`src/rtl/bcd_sign_mag_recover_pkg.sv`:
```
// Shared definitions for the BCD sign/magnitude recovery back end.
// State encoding, digit limit and the nines-complement helper.
package bcd_sign_mag_recover_pkg;

    localparam logic [3:0] BCD_MAX = 4'd9;

    typedef enum logic [1:0] {
        ST_COLLECT = 2'd0,
        ST_CONV    = 2'd1,
        ST_DONE    = 2'd2
    } state_t;

    function automatic logic [3:0] nines(input logic [3:0] d);
        return BCD_MAX - d;
    endfunction

endpackage

```
`src/rtl/bcd_sign_mag_recover_digit_comp.sv`:
```
// One digit of the serial tens-complement, driven by the trailing-zero flag.
// Positive results (carry=1) pass straight through.
module bcd_digit_comp
    import bcd_sign_mag_recover_pkg::*;
(
    input  logic [3:0] d,
    input  logic       nz,
    input  logic       carry,
    output logic [3:0] digit,
    output logic       nz_next
);

    always_comb begin
        digit   = d;
        nz_next = nz;
        if (!carry) begin
            if (nz) begin
                digit = nines(d);
            end else if (d != 4'd0) begin
                digit   = nines(d) + 4'd1;
                nz_next = 1'b1;
            end
        end
    end

endmodule

```
`src/rtl/bcd_sign_mag_recover.sv`:
```
// Collects a digit-serial raw BCD difference and recovers sign and magnitude.
// A single complement cell is stepped across the buffer, LSD first.
module bcd_sign_mag_recover
    import bcd_sign_mag_recover_pkg::*;
#(
    parameter int NDIG = 4
) (
    input  logic              clk,
    input  logic              rst,
    input  logic              in_valid,
    output logic              in_ready,
    input  logic [3:0]        in_digit,
    input  logic              in_last,
    input  logic              in_carry,
    output logic              out_valid,
    input  logic              out_ready,
    output logic [4*NDIG-1:0] out_mag,
    output logic              out_neg,
    output logic              out_err
);

    localparam int CW = $clog2(NDIG);
    localparam logic [CW-1:0] LAST = CW'(NDIG - 1);

    state_t        state;
    logic [CW-1:0] cnt;
    logic [3:0]    buf_q [NDIG];
    logic          carry_q;
    logic          nz_q;
    logic [3:0]    cdig;
    logic          cnz;
    logic          take;
    logic          last_idx;
    logic          bad_dig;

    bcd_digit_comp u_comp (
        .d       (buf_q[cnt]),
        .nz      (nz_q),
        .carry   (carry_q),
        .digit   (cdig),
        .nz_next (cnz)
    );

    assign in_ready = (state == ST_COLLECT);
    assign take     = in_valid && in_ready;
    assign last_idx = (cnt == LAST);
    assign bad_dig  = (in_digit > BCD_MAX);

    always_ff @(posedge clk or posedge rst) begin
        if (rst) begin
            state     <= ST_COLLECT;
            cnt       <= '0;
            buf_q     <= '{default: '0};
            carry_q   <= 1'b0;
            nz_q      <= 1'b0;
            out_valid <= 1'b0;
            out_mag   <= '0;
            out_neg   <= 1'b0;
            out_err   <= 1'b0;
        end else begin
            case (state)
                ST_COLLECT: begin
                    if (take) begin
                        buf_q[cnt] <= bad_dig ? 4'd0 : in_digit;
                        // frame length is fixed; a misplaced in_last only flags
                        if (bad_dig || (in_last != last_idx)) begin
                            out_err <= 1'b1;
                        end
                        if (last_idx) begin
                            carry_q <= in_carry;
                            nz_q    <= 1'b0;
                            cnt     <= '0;
                            state   <= ST_CONV;
                        end else begin
                            cnt <= cnt + 1'b1;
                        end
                    end
                end
                ST_CONV: begin
                    out_mag[{cnt, 2'b00} +: 4] <= cdig;
                    nz_q <= cnz;
                    if (last_idx) begin
                        cnt   <= '0;
                        state <= ST_DONE;
                        // no trailing nonzero digit on a negative: refuse -0
                        if (!carry_q && !cnz) begin
                            out_neg <= 1'b0;
                            out_err <= 1'b1;
                        end else begin
                            out_neg <= !carry_q;
                        end
                    end else begin
                        cnt <= cnt + 1'b1;
                    end
                end
                ST_DONE: begin
                    if (!out_valid) begin
                        out_valid <= 1'b1;
                    end else if (out_ready) begin
                        out_valid <= 1'b0;
                        out_err   <= 1'b0;
                        state     <= ST_COLLECT;
                    end
                end
                default: state <= ST_COLLECT;
            endcase
        end
    end

endmodule

```
`config.mk`:
```
export PLATFORM = sky130hd
export DESIGN_NAME = bcd_sign_mag_recover
export DESIGN_NICKNAME = d
export VERILOG_FILES = /design/src/rtl/bcd_sign_mag_recover_pkg.sv /design/src/rtl/bcd_sign_mag_recover_digit_comp.sv /design/src/rtl/bcd_sign_mag_recover.sv
export SDC_FILE = /design/constraint.sdc
export NUM_CORES = 1
export LEC_CHECK = 0
export BUFFER_PORTS_ARGS = -buffer_cell sky130_fd_sc_hd__buf_2
export CAP_MARGIN = 10
export CORE_MARGIN = 2
export CORE_UTILIZATION = 50
export DETAILED_ROUTE_END_ITERATION = 16
export PLACE_DENSITY = 0.75
export SETUP_SLACK_MARGIN = 0.1
export SLEW_MARGIN = 20
export SYNTH_ARGS = -nofsm -noshare
export SYNTH_HDL_FRONTEND = slang
export SYNTH_HIERARCHICAL = 1
export SYNTH_SLANG_ARGS = --single-unit
```
`constraint.sdc`:
```
create_clock -name clk -period 3.4 [get_ports clk]
set_input_delay 0 -clock clk [delete_from_list [all_inputs] [get_ports clk]]
set_output_delay 0 -clock clk [all_outputs]
set_load 0.02 [all_outputs]
```
Yosys cells after proc, flatten, opt, wreduce, memory -nomap -nowiden. Index checks and enable logic that the tools add are counted.

Multiplexer cells: 36. Shift-type cells: 2. Equal/unequal tests: 11. Bitwise logic cells: 1. Add/subtract/negate cells: 4. $lt $le $gt $ge: 3. Reductions and logical operators: 17.

Operators by type and width (count): 16-bit bitwise mux (2); 4-bit 2-to-1 mux (7); 4-bit by 6-bit variable shift with 16-bit output, first input constant (1); 4-bit by 6-bit indexed part select with 16-bit output (1); 1-bit 2-to-1 mux (14); 2-bit 2-to-1 mux (7); 4-bit binary-select mux with 2-bit select (1); 4-bit demux with 2-bit select (1); 2-bit != test, second input constant (4); 7-bit AND reduction (1); 2-bit by 1-bit != test with 1-bit output, second input constant (3); 4-bit negator with 6-bit output (1); 2-bit one-hot mux with 3 select lines (1); 2-bit AND reduction (3); 3-bit AND reduction (2); 5-bit AND reduction (1); 4-bit by 1-bit adder with 4-bit output, second input constant (1); 2-bit equality test, second input constant (2); 4-bit > comparator, second input constant (1); 2-bit one-hot mux with 2 select lines (1); 4-bit nonzero test (1); 4-bit subtractor, first input constant (1); 3-bit greater-or-equal comparator, second input constant (1); 1-bit logical AND (3); other kinds (12) (13).

Register bits: 41. Output and inout bits: 20. Input bits: 10. Logic and storage cells: 86.

Longest topological paths before layout. Gate-level depths: netlist of run 1.

Depth after elaboration: 13. Depth in mapped cells: 9. Mapped depth without buffers: 8.

By module. Netlist of run 1, hierarchy kept.

By module, submodules not included: bcd_sign_mag_recover (area each 1936.9 um^2, times used 1, cells each 144, sequential area each 1026.0 um^2); bcd_digit_comp (area each 192.7 um^2, times used 1, cells each 25, sequential area each 0.0 um^2).

Least setup slack after synthesis of run 1. OpenSTA, ideal clock, no wires.

Path type: register -> register. Start point: register cnt[1]. End point: register out_mag[3]. Required time: 3.279 ns. Path slack: 1.064 ns. Arrival: 2.215 ns. Stages on the path, launching flop included: 8. Period minus slack after synthesis: 2.336 ns. Buffers on the path: 0. Setup time: 0.121 ns. Path through: dfrtp_1 -> mux4_2 -> inv_1 -> ha_1 -> nor3b_2 -> mux2i_1 -> mux2_1 -> a22o_1.

Word-level cells in the longest chain between the ends: 11. Elaborated cells on any way between the ends: 14. Those cells by class: 3 x add/sub; 2 x shift; 7 x mux; 1 x bitwise; 1 x reduce/logical.

RTL lines: from (decl) (RTL line bcd_sign_mag_recover.sv:26) `logic [CW-1:0] cnt;`; from (signal assigned) (RTL line bcd_sign_mag_recover.sv:75) `cnt <= cnt + 1'b1;`; from (signal assigned) (RTL line bcd_sign_mag_recover.sv:93) `cnt <= cnt + 1'b1;`; 2-bit inverter with 3-bit output (not written as such) (*) (RTL line bcd_sign_mag_recover.sv:37) `.d (buf_q[cnt]),`; 4-bit binary-select mux with 2-bit select (*) (RTL line bcd_sign_mag_recover.sv:37); 4-bit 2-to-1 mux (not written as such) (*) (2 in a row) (RTL line bcd_sign_mag_recover.sv:37); 4-bit subtractor (RTL line bcd_sign_mag_recover_pkg.sv:14) `return BCD_MAX - d;`; 4-bit by 1-bit adder with 4-bit output (RTL line bcd_sign_mag_recover_digit_comp.sv:20) `digit = nines(d) + 4'd1;`; 4-bit 2-to-1 mux (RTL line bcd_sign_mag_recover_digit_comp.sv:19) `end else if (d != 4'd0) begin`; 4-bit 2-to-1 mux (RTL line bcd_sign_mag_recover_digit_comp.sv:17) `if (nz) begin`; 4-bit 2-to-1 mux (*) (RTL line bcd_sign_mag_recover_digit_comp.sv:16) `if (!carry) begin`; named net cdig[3] (RTL line bcd_sign_mag_recover.sv:30) `logic [3:0] cdig;`; 4-bit by 6-bit indexed part select with 16-bit output (*) (RTL line bcd_sign_mag_recover.sv:80) `out_mag[{cnt, 2'b00} +: 4] <= cdig;`; 16-bit bitwise mux (*) (RTL line bcd_sign_mag_recover.sv:80); to (signal, indexed assignment) (RTL line bcd_sign_mag_recover.sv:80); to (decl) (RTL line bcd_sign_mag_recover.sv:17) `output logic [4*NDIG-1:0] out_mag,`.

The timed path passes the listed nets; every way through them passes the cells marked *. The select of a mux whose other input is x is not followed. A chain may end at the register's enable or synchronous reset.

Final worst setup path of run 1.
Start point: register cnt[0]. End point: register out_neg.

Word-level cells in the longest chain between the ends: 11. Elaborated cells on any way between the ends: 13. Those cells by class: 1 x eq/ne; 7 x mux; 1 x bitwise; 4 x reduce/logical.

RTL lines: 2-bit inverter with 3-bit output (not written as such) (RTL line bcd_sign_mag_recover.sv:37); 4-bit binary-select mux with 2-bit select (RTL line bcd_sign_mag_recover.sv:37); 4-bit 2-to-1 mux (not written as such) (2 in a row) (RTL line bcd_sign_mag_recover.sv:37); 4-bit nonzero test (RTL line bcd_sign_mag_recover_digit_comp.sv:19); 1-bit 2-to-1 mux (RTL line bcd_sign_mag_recover_digit_comp.sv:19); 1-bit 2-to-1 mux (RTL line bcd_sign_mag_recover_digit_comp.sv:17); 1-bit 2-to-1 mux (RTL line bcd_sign_mag_recover_digit_comp.sv:16); named net cnz (RTL line bcd_sign_mag_recover.sv:31) `logic cnz;`; 1-bit logical NOT (RTL line bcd_sign_mag_recover.sv:86) `if (!carry_q && !cnz) begin`; 1-bit logical AND (RTL line bcd_sign_mag_recover.sv:86); 1-bit 2-to-1 mux (RTL line bcd_sign_mag_recover.sv:86); to (signal assigned) (RTL line bcd_sign_mag_recover.sv:90) `out_neg <= !carry_q;`; to (decl) (RTL line bcd_sign_mag_recover.sv:18) `output logic out_neg,`.

The timed path passes the listed nets, and every way through them passes these cells. The select of a mux whose other input is x is not followed.

==> impl_results.md, run 1 <==
* Status: finished, final reports clean
* Internal power at 1350 uW
* Setup TNS Final at 0 ps
* Post-Synth Adder-Cell Area at 0.0705
* IO Count at 30
* Worst setup SP type: flip-flop
* Max-cap violations at 0
* RSZ-0062 raised after global routing: no
* CP Capture Type: flip-flop
* CP max stage delay at roughly 720 ps
* Register area share after synthesis at 0.482
* Non-Filler Cell Area, Final at 0.00243 mm2
* Crit path kind: flip-flop to flip-flop
* PnR worst setup slack at 699 ps
* Clk slew on worst S/H paths at 80 ps
* First-pass GRT wire length at 7160 um
* Worst-Margin Slew at 586 ps
* Critical path buffers and inverters at 1
* DP HPWL at 3120 um
* Worst-Skew Late Latency at 290 ps
* Clock share of power at 0.134
* Critical path startpoint: cnt[0]$_DFFE_PP0P_
* Simple-Gate Fraction of Synth Area at 0.140
* 1st-iter DRT viols at 59
* Total die area at 0.00480 mm2
* Worst path top cell family by delay: multiplexers
* Compound-cell area share of the yosys netlist at 0.108
* Final core occ at 0.598
* Crit share post-route at 0.794
* Final Slew Violations at 0
* Die height at just under 70 um
* Fin. Hold Viols at 0
* # Post-CTS Setup Buffers at 0
* Cell Area, Synth at 0.00213 mm2
* Pre-CTS WS at 736 ps
* Worst r2r src: cnt[0]$_DFFE_PP0P_
* Worst Path Arrival at just under 3000 ps
* Syn Nets at 191
* Most common cell after layout, fill and taps aside: dfrtp_1
* DR vias at around 1.4k
* N_diodes at 0
* Post-synthesis register bit count at 41
* Detailed Routing Iterations Pass 1 at 4
* Tmin final at ~2700 ps
* Maximum buffer depth of the clock tree at 2
* Chip Width at 69.3 um
* Clk Tree Root Cell: clkbuf_8
* Vias in the first global route at 1435
* Setup-failing EPs final at 0
* Drt wl/cell at 16.7 um
* Vias/cell at 5.54
* Pwr Density at 974 mW/mm2
* Total global-route track usage at 0.191
* Sw frac at 0.429
* Clock skew at about 2.9 ps
* CP max FO at 13
* Synth Area in XOR/XNOR at 0.00823
* CTS tree: yes
* Cells along the critical path: mux4_2 > inv_1 > ha_1 > nor3b_2 > o21ai_0 > nor2b_1 > mux2_2
* Initial antenna violation count at 0
* Placed cell area at between 0.002 and 0.0025 mm2
* Hold Startpoint: out_ready
* Core box area at between 0.004 and 0.005 mm2
* VDD IR max at 0.000385 V
* Combinational share of power at 0.500
* Hold/Removal Path Class: primary input to flip-flop
* Pin count of the biggest net entering global routing at 42
* Total power at 2360 uW
* Nets@finish at 225
* Clk sinks at 41
* DRC Markers at 0
* Slowest library cell on the worst path: dfrtp_1
* GR Overflow Total at 0
* GPL Wtd Cong at 0.796
* Relative slew slack at 0.609
* Initial Utilization at 0.525
* Synthesized area per cell at 12.6 um2
* NetSw at 1010 uW
* Reg power frac at 0.366
* Area grow syn2layout at 14.0%
* Unique masters post-synth at 34
* Gate count of the mapped netlist at 169
* ANT nets after route at 0
* Largest family of logic cells by synthesized area: multiplexers
* CTS resizes at 0
* Syn. warnings at 6
* Port bufs at 29
* Leak at 0.00117 uW
* Commonest non-fill, non-tap cells in the layout: 41 x dfrtp_1, 29 x buf_2, 16 x mux2_2, 16 x a22o_1, 12 x ha_1
* FMAX at 0.370 GHz
* Floorplan row count at 23
* Total CTS buffers at 5
* Req. time, crit path at roughly 3600 ps
* WL final at 4240 um
* Layout cell share with drive strength beyond 1 at 0.324
* H-tree Lvls at 2
* Mux contribution to synthesized area at 0.156
## layer usage
layer  routed length [um]  track usage  vias to the layer above
met2                 2080        0.308                       24
met3                  144       0.0480                        8
li1                     -            -                      678
met4                   68       0.0741                        0
met1                 1950        0.249                      697
met5                    0            0                        -
## power groups by stage
| stage | Clock, uW | Sequential, uW | Combinational (uW) |
|---|---|---|---|
| 2_1_floorplan | 0 | 895 | 841 |
| 4_1_cts | 324 | 867 | 1180 |
| 3_3_place_gp | 0 | 860 | 1110 |
| 6_report | 317 | 866 | 1180 |
| 3_5_place_dp | 0 | 875 | 1170 |
| 5_1_grt | 350 | 899 | 1280 |
## layout make-up
class                      instances  area [um2]
multi-input combinational        111        1030
timing repair buffer              33         183
inverter                          11        41.3
clock buffer                       6        72.6
fill                             312        1630
sequential                        41        1030
tap                               50        62.6
clock inverter                     2        15.0
## stage by stage
step                hold WS (ps)  instances
floorplan                    139        169
global placement             139        243
detailed placement           154        243
CTS                         15.8        254
global route                47.4        254
finish                      23.0        254
## repair_timing
action	in CTS	in global routing
endpoints found under the hold margin	43	0
setup endpoints to repair	0	0
hold buffers	3	0
## tightest hold or removal path, delay by kind of cell
family	cells	cell delay, ps
buf+inv	1	80
simple gates	3	200
## final timing paths
| kind | to | slack, ps | cells past startpoint |
|---|---|---|---|
| worst max-delay path | out_neg$_DFFE_PP0P_ | 700 | 7 |
| worst min-delay path | out_valid$_DFFE_PP0N_ | 20 | 4 |
| worst max register to register | out_neg$_DFFE_PP0P_ | 700 | 7 |
| worst min register to register | out_mag[9]$_DFFE_PP0P_ | 500 | 1 |
| max in group asynchronous | nz_q$_DFFE_PP0P_ | 2690 | 4 |
| min in group asynchronous | out_mag[8]$_DFFE_PP0P_ | 370 | 4 |
## logic make-up (layout without fill, tap and decap cells)
group / Yosys count / after routing
DFF: 41 / 41
and+or+nand+nor: 40 / 40
AOI/OAI and AO/OA: 31 / 31
muxes: 26 / 26
buffers and inverters: 17 / 52
adders and majority gates: 12 / 12
xor gates and xnor gates: 2 / 2
## cell usage after synthesis, drive strengths merged
cell type / number / area share
dfrtp: 41 / 0.48
mux2: 17 / 0.090
a22o: 16 / 0.066
ha: 12 / 0.071
inv: 11 / 0.019
nand2: 8 / 0.014
o21ai: 8 / 0.019
nor2b: 7 / 0.021
nor2: 6 / 0.011
mux2i: 5 / 0.024
nand3b: 5 / 0.019
mux4: 4 / 0.042
nor3b: 4 / 0.019
buf: 3 / 0.011
clkbuf: 3 / 0.0053
nor4b: 3 / 0.029
a21oi: 2 / 0.0047
a22oi: 2 / 0.0070
and3: 2 / 0.0059
xnor2: 2 / 0.0082
a21bo: 1 / 0.0047
a31oi: 1 / 0.0029
and4bb: 1 / 0.0059
nand3: 1 / 0.0023
nand4bb: 1 / 0.0053
nor3: 1 / 0.0023
nor4: 1 / 0.0059
o21bai: 1 / 0.0035
## sequential cells by signal (all words and copies together) (netlist names)
register	count
buf_q	16
out_mag	16
cnt	2
state	2
carry_q	1
nz_q	1
out_err	1
out_neg	1
out_valid	1
Note: power is estimated with default switching activity, not from simulation.
==> run 2, diff against run 1 <==
clock period = 2.6 ns   (was 3.4 ns; I/O delays follow)
==> run 2 against run 1 <==
Effect of this change: via count is 4.8% higher; clock skew is 2.7 ps higher; global-route usage is 0.89 points higher; flip-flop and latch count is the same; sequential share of layout area down 0.53 points; sequential power increased by 27%; final cell count grew 0.79%; die area stayed put; final area is 1.4% higher; non-clock buffer count grew 2; total power is 35% higher; count of clock-buffer cells in the layout up 1.
==> impl_results.md, run 2 (synthesized netlist as in run 1, its figures left out) <==
* Relative slew slack at 0.658
* 1st-iter DRT viols at 93
* Pwr Density at 1290 mW/mm2
* Crit share post-route at 0.892
* Floorplan row count at 23
* Final hold slack at around 28 ps
* Most common cell after layout, fill and taps aside: dfrtp_1
* Internal power at 1850 uW
* Reg power frac at 0.344
* DRC Markers at 0
* IO Count at 30
* Commonest non-fill, non-tap cells in the layout: 40 x dfrtp_1, 29 x buf_2, 16 x mux2_2, 16 x a22o_1, 12 x ha_1
* GPL Wtd Cong at 0.858
* First-pass GRT wire length at 7600 um
* Die height at roughly 69 um
* RSZ-0062 raised after global routing: no
* Clk slew on worst S/H paths at 80 ps
* Largest regs: buf_q (16), out_mag (16)
* Sw frac at 0.419
* Worst-Margin Slew at 513 ps
* CTS tree: yes
* Status: finished, final reports clean
* Core box area at between 0.004 and 0.005 mm2
* Worst Path Arrival at around 2500 ps
* # Post-CTS Setup Buffers at 0
* NetSw at 1330 uW
* Non-Filler Cell Area, Final at 0.00246 mm2
* Max-cap violations at 0
* Fillers at 300
* CP max FO at 10
* Req. time, crit path at about 2800 ps
* CP Capture Type: flip-flop
* WL final at ~4400 um
* Total power at 3190 uW
* Pre-CTS WS at roughly 260 ps
* Clk Tree Root Cell: clkbuf_8
* ANT nets after route at 0
* Vias in the first global route at 1472
* Clock share of power at 0.144
* Crit path kind: flip-flop to flip-flop
* DP HPWL at ~3200 um
* Leak at between 0.001 and 0.0015 uW
* Port bufs at 29
* FMAX at 0.431 GHz
* Initial Utilization at 0.525
* Area grow syn2layout at 15.6%
* DR vias at between 1k and 1.5k
* Clk sinks at 41
* Nets@finish at 227
* Worst-Skew Late Latency at 300 ps
* Total CTS buffers at 5
* Clock skew at 5.51 ps
* GR Overflow Total at 0
* Hold/Removal Path Class: primary input to flip-flop
* Total global-route track usage at 0.200
* Tmin final at approximately 2300 ps
* Layout cell share with drive strength beyond 1 at 0.345
* Initial antenna violation count at 0
* Detailed Routing Iterations Pass 1 at 4
* Vias/cell at 5.76
* H-tree Lvls at 2
* VDD IR max at between 0.0005 and 0.0006 V
* CP max stage delay at 570 ps
* Total die area at 0.00480 mm2
* Fin. Hold Viols at 0
* Worst path top cell family by delay: multiplexers
* Pin count of the biggest net entering global routing at between 40 and 50
* Setup-failing EPs final at 0
* Worst setup SP type: flip-flop
* Setup TNS Final at 0 ps
* Cells along the critical path: buf_4 > mux4_2 > nor3b_2 > a21oi_1 > mux2_1 > a22o_1
* Final Slew Violations at 0
* N_diodes at 0
* Slowest library cell on the worst path: mux4_2
* Combinational share of power at 0.512
* Maximum buffer depth of the clock tree at 2
* Placed cell area at 0.00232 mm2
* PnR worst setup slack at 280 ps
* Chip Width at 69.3 um
* Drt wl/cell at 17.4 um
* Critical path buffers and inverters at 1
==> run 2: cell types whose count changed in the layout (fill, tap and decap cells not counted) <==
cell / before / now
clkbuf_1: 1 / 0
clkinv_2: 0 / 1
buf_4: 1 / 3
clkinvlp_4: 2 / 0
mux2i_1: 5 / 4
mux2i_2: 0 / 1
clkbuf_8: 5 / 7
dfrtp_2: 0 / 1
dfrtp_1: 41 / 40
==> run 2: layout make-up <==
type	count	area (um2)	share of cell area
Sequential cell	41	1030	0.417
Clock inverter	1	5.00	0.00203
Tap cell	50	62.6	0.0254
Multi-Input combinational cell	111	1030	0.419
Timing Repair Buffer	35	198	0.0803
Inverter	11	41.3	0.0168
Clock buffer	7	96.3	0.0391
==> run 2: power by group through the flow <==
stage | logic, uW | registers, uW | clock network (uW)
6_report | 1630 | 1100 | 459
3_3_place_gp | 1530 | 1080 | 0
5_1_grt | 1800 | 1130 | 499
2_1_floorplan | 1100 | 1170 | 0
3_5_place_dp | 1600 | 1100 | 0
4_1_cts | 1620 | 1090 | 467
==> run 2: layer usage <==
layer	wire length, um	part of all wire	up-vias	global-route usage
li1	-	-	681	-
met1	2000	0.45	758	0.263
met2	2230	0.50	31	0.327
met3	164	0.037	5	0.0494
met4	48	0.011	0	0.0632
met5	0	0	-	0
==> run 2: through the flow <==
step            util  std cells
5_1_grt        0.607        256
3_5_place_dp   0.573        245
2_1_floorplan      -        169
6_report       0.607        256
3_3_place_gp   0.573        245
4_1_cts        0.605        256
==> run 2: final timing paths <==
kind,startpoint,endpoint,slack (ps),cells past startpoint
min in group asynchronous,rst,carry_q$_DFFE_PP0P_,360,4
hold / removal,out_ready,out_valid$_DFFE_PP0N_,30,4
hold reg to reg,buf_q[3]$_DFFE_PP0P_,buf_q[3]$_DFFE_PP0P_,510,1
max in group asynchronous,rst,cnt[1]$_DFFE_PP0P_,1850,4
setup / recovery,cnt[0]$_DFFE_PP0P_,out_mag[11]$_DFFE_PP0P_,280,6
setup reg to reg,cnt[0]$_DFFE_PP0P_,out_mag[11]$_DFFE_PP0P_,280,6
==> run 2: tightest hold or removal path: cells and delay by family <==
family	cells	cell delay, ps
buf+inv	1	80
simple gates	3	210
==> run 2: what timing repair did <==
action / 4_1_cts / 5_1_grt
resized for setup: 0 / 2
hold buffers: 3 / 0
endpoints found under the setup margin: 0 / 8
hold endpoints to repair: 43 / 0
==> run 3, diff against run 2 <==
HOLD_SLACK_MARGIN = 0.08   (was not set)
SYNTH_HIERARCHICAL = not set   (was 1)
==> run 3 against run 2 <==
Effect of this change: non-clock buffer count grew 7; fmax is 0.49% lower; count of clock-buffer cells in the layout shrank 1; area after synthesis grew 2.4%; flip-flop and latch count unchanged; clock skew about the same; sequential power grew 4%; final cell count increased by 16%; synthesized cell count is 20% higher; sequential share of layout area shrank 1.7 points; critical path type unchanged; largest cell class unchanged; highest routed layer unchanged.
==> impl_results.md, run 3 <==
* Status: finished, final reports clean
* First-pass GRT wire length at between 8000 and 9000 um
* Drt wl/cell at 16.0 um
* Largest family of logic cells by synthesized area: compound AO/OA/AOI/OAI gates
* H-tree Lvls at 2
* Top-count cell post-synth: dfrtp_1
* Hold/Removal Path Class: primary input to flip-flop
* Worst setup path end: out_mag[14]$_DFFE_PP0P_
* Crit share post-route at 0.897
* Worst-Margin Slew at 584 ps
* Internal power at 1810 uW
* Post-synthesis register bit count at 41
* Relative slew slack at 0.607
* Clock skew at 5.06 ps
* Req. time, crit path at between 2000 and 3000 ps
* Max-cap violations at 0
* Clk sinks at slightly above 40
* Fillers at 365
* Syn Nets at 222
* Layout cell share with drive strength beyond 1 at 0.266
* IO Count at 30
* Synth async-reset ratio at 1.00
* Worst Path Arrival at 2500 ps
* Reg area at between 0.001 and 0.0015 mm2
* Syn. warnings at 0
* Nets@finish at ~260
* Register area share after synthesis at 0.471
* Critical path startpoint: cnt[0]$_DFFE_PP0P_
* Initial antenna violation count at 0
* Initial Utilization at 0.511
* Final Slew Violations at 0
* CP max stage delay at just over 600 ps
* Pin count of the biggest net entering global routing at 42
* Gate count of the mapped netlist at 202
* Total global-route track usage at 0.210
* Yosys top cell by area: dfrtp_1
* Floorplan row count at 24
* CTS tree: yes
* Worst-Skew Late Latency at slightly below 300 ps
* Detailed Routing Iterations Pass 1 at 4
* Synth top area share at 0.471
* Post-Synth Adder-Cell Area at 0.0574
* 1st-iter DRT viols at 97
* CP Capture Type: flip-flop
* Cell Area, Synth at ~0.0022 mm2
* Total CTS buffers at 5
* Clk Tree Root Cell: clkbuf_8
* Vias/cell at approximately 5.8
* GPL Wtd Cong at 0.825
* Unique masters post-synth at 43
* Commonest non-fill, non-tap cells in the layout: 39 x dfrtp_1, 35 x nand2_1, 29 x buf_2
* Chip Width at 70.0 um
* FF-to-FF path depth at 7
* Cells along the critical path: buf_4 > mux4_2 > inv_1 > ha_1 > xnor2_1 > mux2i_1 > o31ai_1
* R2R Setup Slk at 270 ps
* DR vias at between 1.5k and 2k
* Fin. Hold Viols at 0
* ANT nets after route at 0
* Placed instance count at approximately 280
* Worst r2r src: cnt[0]$_DFFE_PP0P_
* Die height at 70.0 um
* CP max FO at 10
* Synth Area in XOR/XNOR at 0.0201
* Pwr Density at 1300 mW/mm2
* Synth Flop Type: dfrtp_1
* Port bufs at 29
* Tmin final at 2330 ps
* Core box area at 0.00426 mm2
* Synth cell count leaders: 41 x dfrtp_1, 35 x nand2_1, 15 x o21ai_0
* Setup-failing EPs final at 0
* Largest regs: buf_q (16), out_mag (16)
* Mux contribution to synthesized area at 0.114
* VDD IR max at 0.000619 V
* GR Overflow Total at 0
* Combinational share of power at 0.538
* Multi-input logic area at 0.00109 mm2
* Setup TNS Final at 0 ps
* DP HPWL at 3370 um
* Total die area at 0.00490 mm2
* Synthesized area per cell at 10.8 um2
* Maximum buffer depth of the clock tree at 2
* Number of flops mapped to enable cells by yosys at 0
* RSZ-0062 raised after global routing: no
* Synth top area cells: dfrtp_1 47%, mux2_2 6.2%, nand2_1 6.0%
* WL final at 4740 um
* Fin cells at 296
* Most common cell after layout, fill and taps aside: dfrtp_1
* R2r endpoint: out_mag[14]$_DFFE_PP0P_
* Clk slew on worst S/H paths at approximately 80 ps
* Area grow syn2layout at 17.8%
* Leak at about 0.0012 uW
* N_diodes at 0
* Slowest library cell on the worst path: mux4_2
* NetSw at 1530 uW
* DRC Markers at 0
* Sw frac at 0.458
* Compound-cell area share of the yosys netlist at 0.152
* Crit path kind: flip-flop to flip-flop
* FMAX at 0.429 GHz
* Clock share of power at 0.122
* Reg power frac at 0.340
* Vias in the first global route at 1616
* Worst setup SP type: flip-flop
* Simple-Gate Fraction of Synth Area at 0.147
[run 3: cell count changes after synthesis, sizes merged, moves of 3 or more]
| cell | before | now |
|---|---|---|
| mux2i | 5 | 2 |
| o41ai | 0 | 4 |
| o21ai | 8 | 15 |
| nor2b | 7 | 4 |
| a22o | 16 | 0 |
| mux2 | 17 | 12 |
| o31ai | 0 | 5 |
| a32oi | 0 | 4 |
| nand2 | 8 | 35 |
| o2111ai | 0 | 4 |
[run 3: timing repair]
| item | 4_1_cts | 5_1_grt |
|---|---|---|
| hold buffers | 7 | 0 |
| endpoints found under the hold margin | 53 | 0 |
| setup endpoints to repair | 12 | 9 |
| setup buffers | 0 | 3 |
| cloned | 0 | 0 |
| resized for setup | 2 | 5 |
[run 3: critical path: cells and delay by family, from the launching register on]
| kind | cells | cell delay [ps] |
|---|---|---|
| fa+ha+maj | 1 | 240 |
| buf+inv | 2 | 260 |
| xor+xnor | 1 | 130 |
| flops | 1 | 440 |
| compound gates | 1 | 130 |
| mux | 2 | 1000 |
[run 3: layout make-up]
| type | count | area share |
|---|---|---|
| clock inverter | 2 | 0.00390 |
| clock buffer | 6 | 0.0283 |
| sequential | 41 | 0.401 |
| tap | 52 | 0.0253 |
| multi-input combinational | 142 | 0.424 |
| timing repair buffer | 42 | 0.101 |
| inverter | 11 | 0.0161 |
[run 3: kinds of logic after synthesis]
family                   count (synthesis)
AND/OR/NAND/NOR                         64
multiplexers                            18
buffers and inverters                   19
adder cells (fa/ha/maj)                 10
AO/OA/AOI/OAI                           45
XOR/XNOR                                 5
flip-flops                              41
[run 3: through the flow]
stage	hold WS [ps]	instance area [um2]	total power [uW]	setup slack, ps	util
final	91.7	2570	3340	269	0.602
after CTS	84.5	2530	3260	143	0.593
after floorplan	151	2180	2380	190	-
after detailed placement	157	2370	2810	6.12	0.556
after global placement	152	2370	2750	122	0.556
after global routing	159	2570	3590	123	0.602
[run 3: worst min-delay path by stage]
stage / startpoint / end / slack [ps] / cells after the start
final: in_digit[2] / buf_q[7]$_DFFE_PP0P_ / 90 / 4
after global routing: in_digit[2] / buf_q[15]$_DFFE_PP0P_ / 160 / 4
after global placement: rst / out_mag[4]$_DFFE_PP0P_ / 150 / 3
after CTS: in_digit[2] / buf_q[7]$_DFFE_PP0P_ / 80 / 4
after detailed placement: rst / out_mag[13]$_DFFE_PP0P_ / 160 / 3
after floorplan: in_carry / carry_q$_DFFE_PP0P_ / 150 / 1
[run 3: power groups by stage]
stage	Combinational [uW]	Sequential [uW]	Clock [uW]
after CTS	1710	1130	414
after detailed placement	1670	1140	0
final	1790	1140	406
after floorplan	1220	1150	0
after global routing	1970	1180	440
after global placement	1620	1130	0
[run 3: per-layer routing]
layer	wire length, um	part of all wire	track usage	up-vias
met5	0	0	0	-
met4	80	0.017	0.0726	0
met3	219	0.046	0.0447	8
met2	2280	0.48	0.339	50
met1	2160	0.46	0.282	830
li1	-	-	-	817
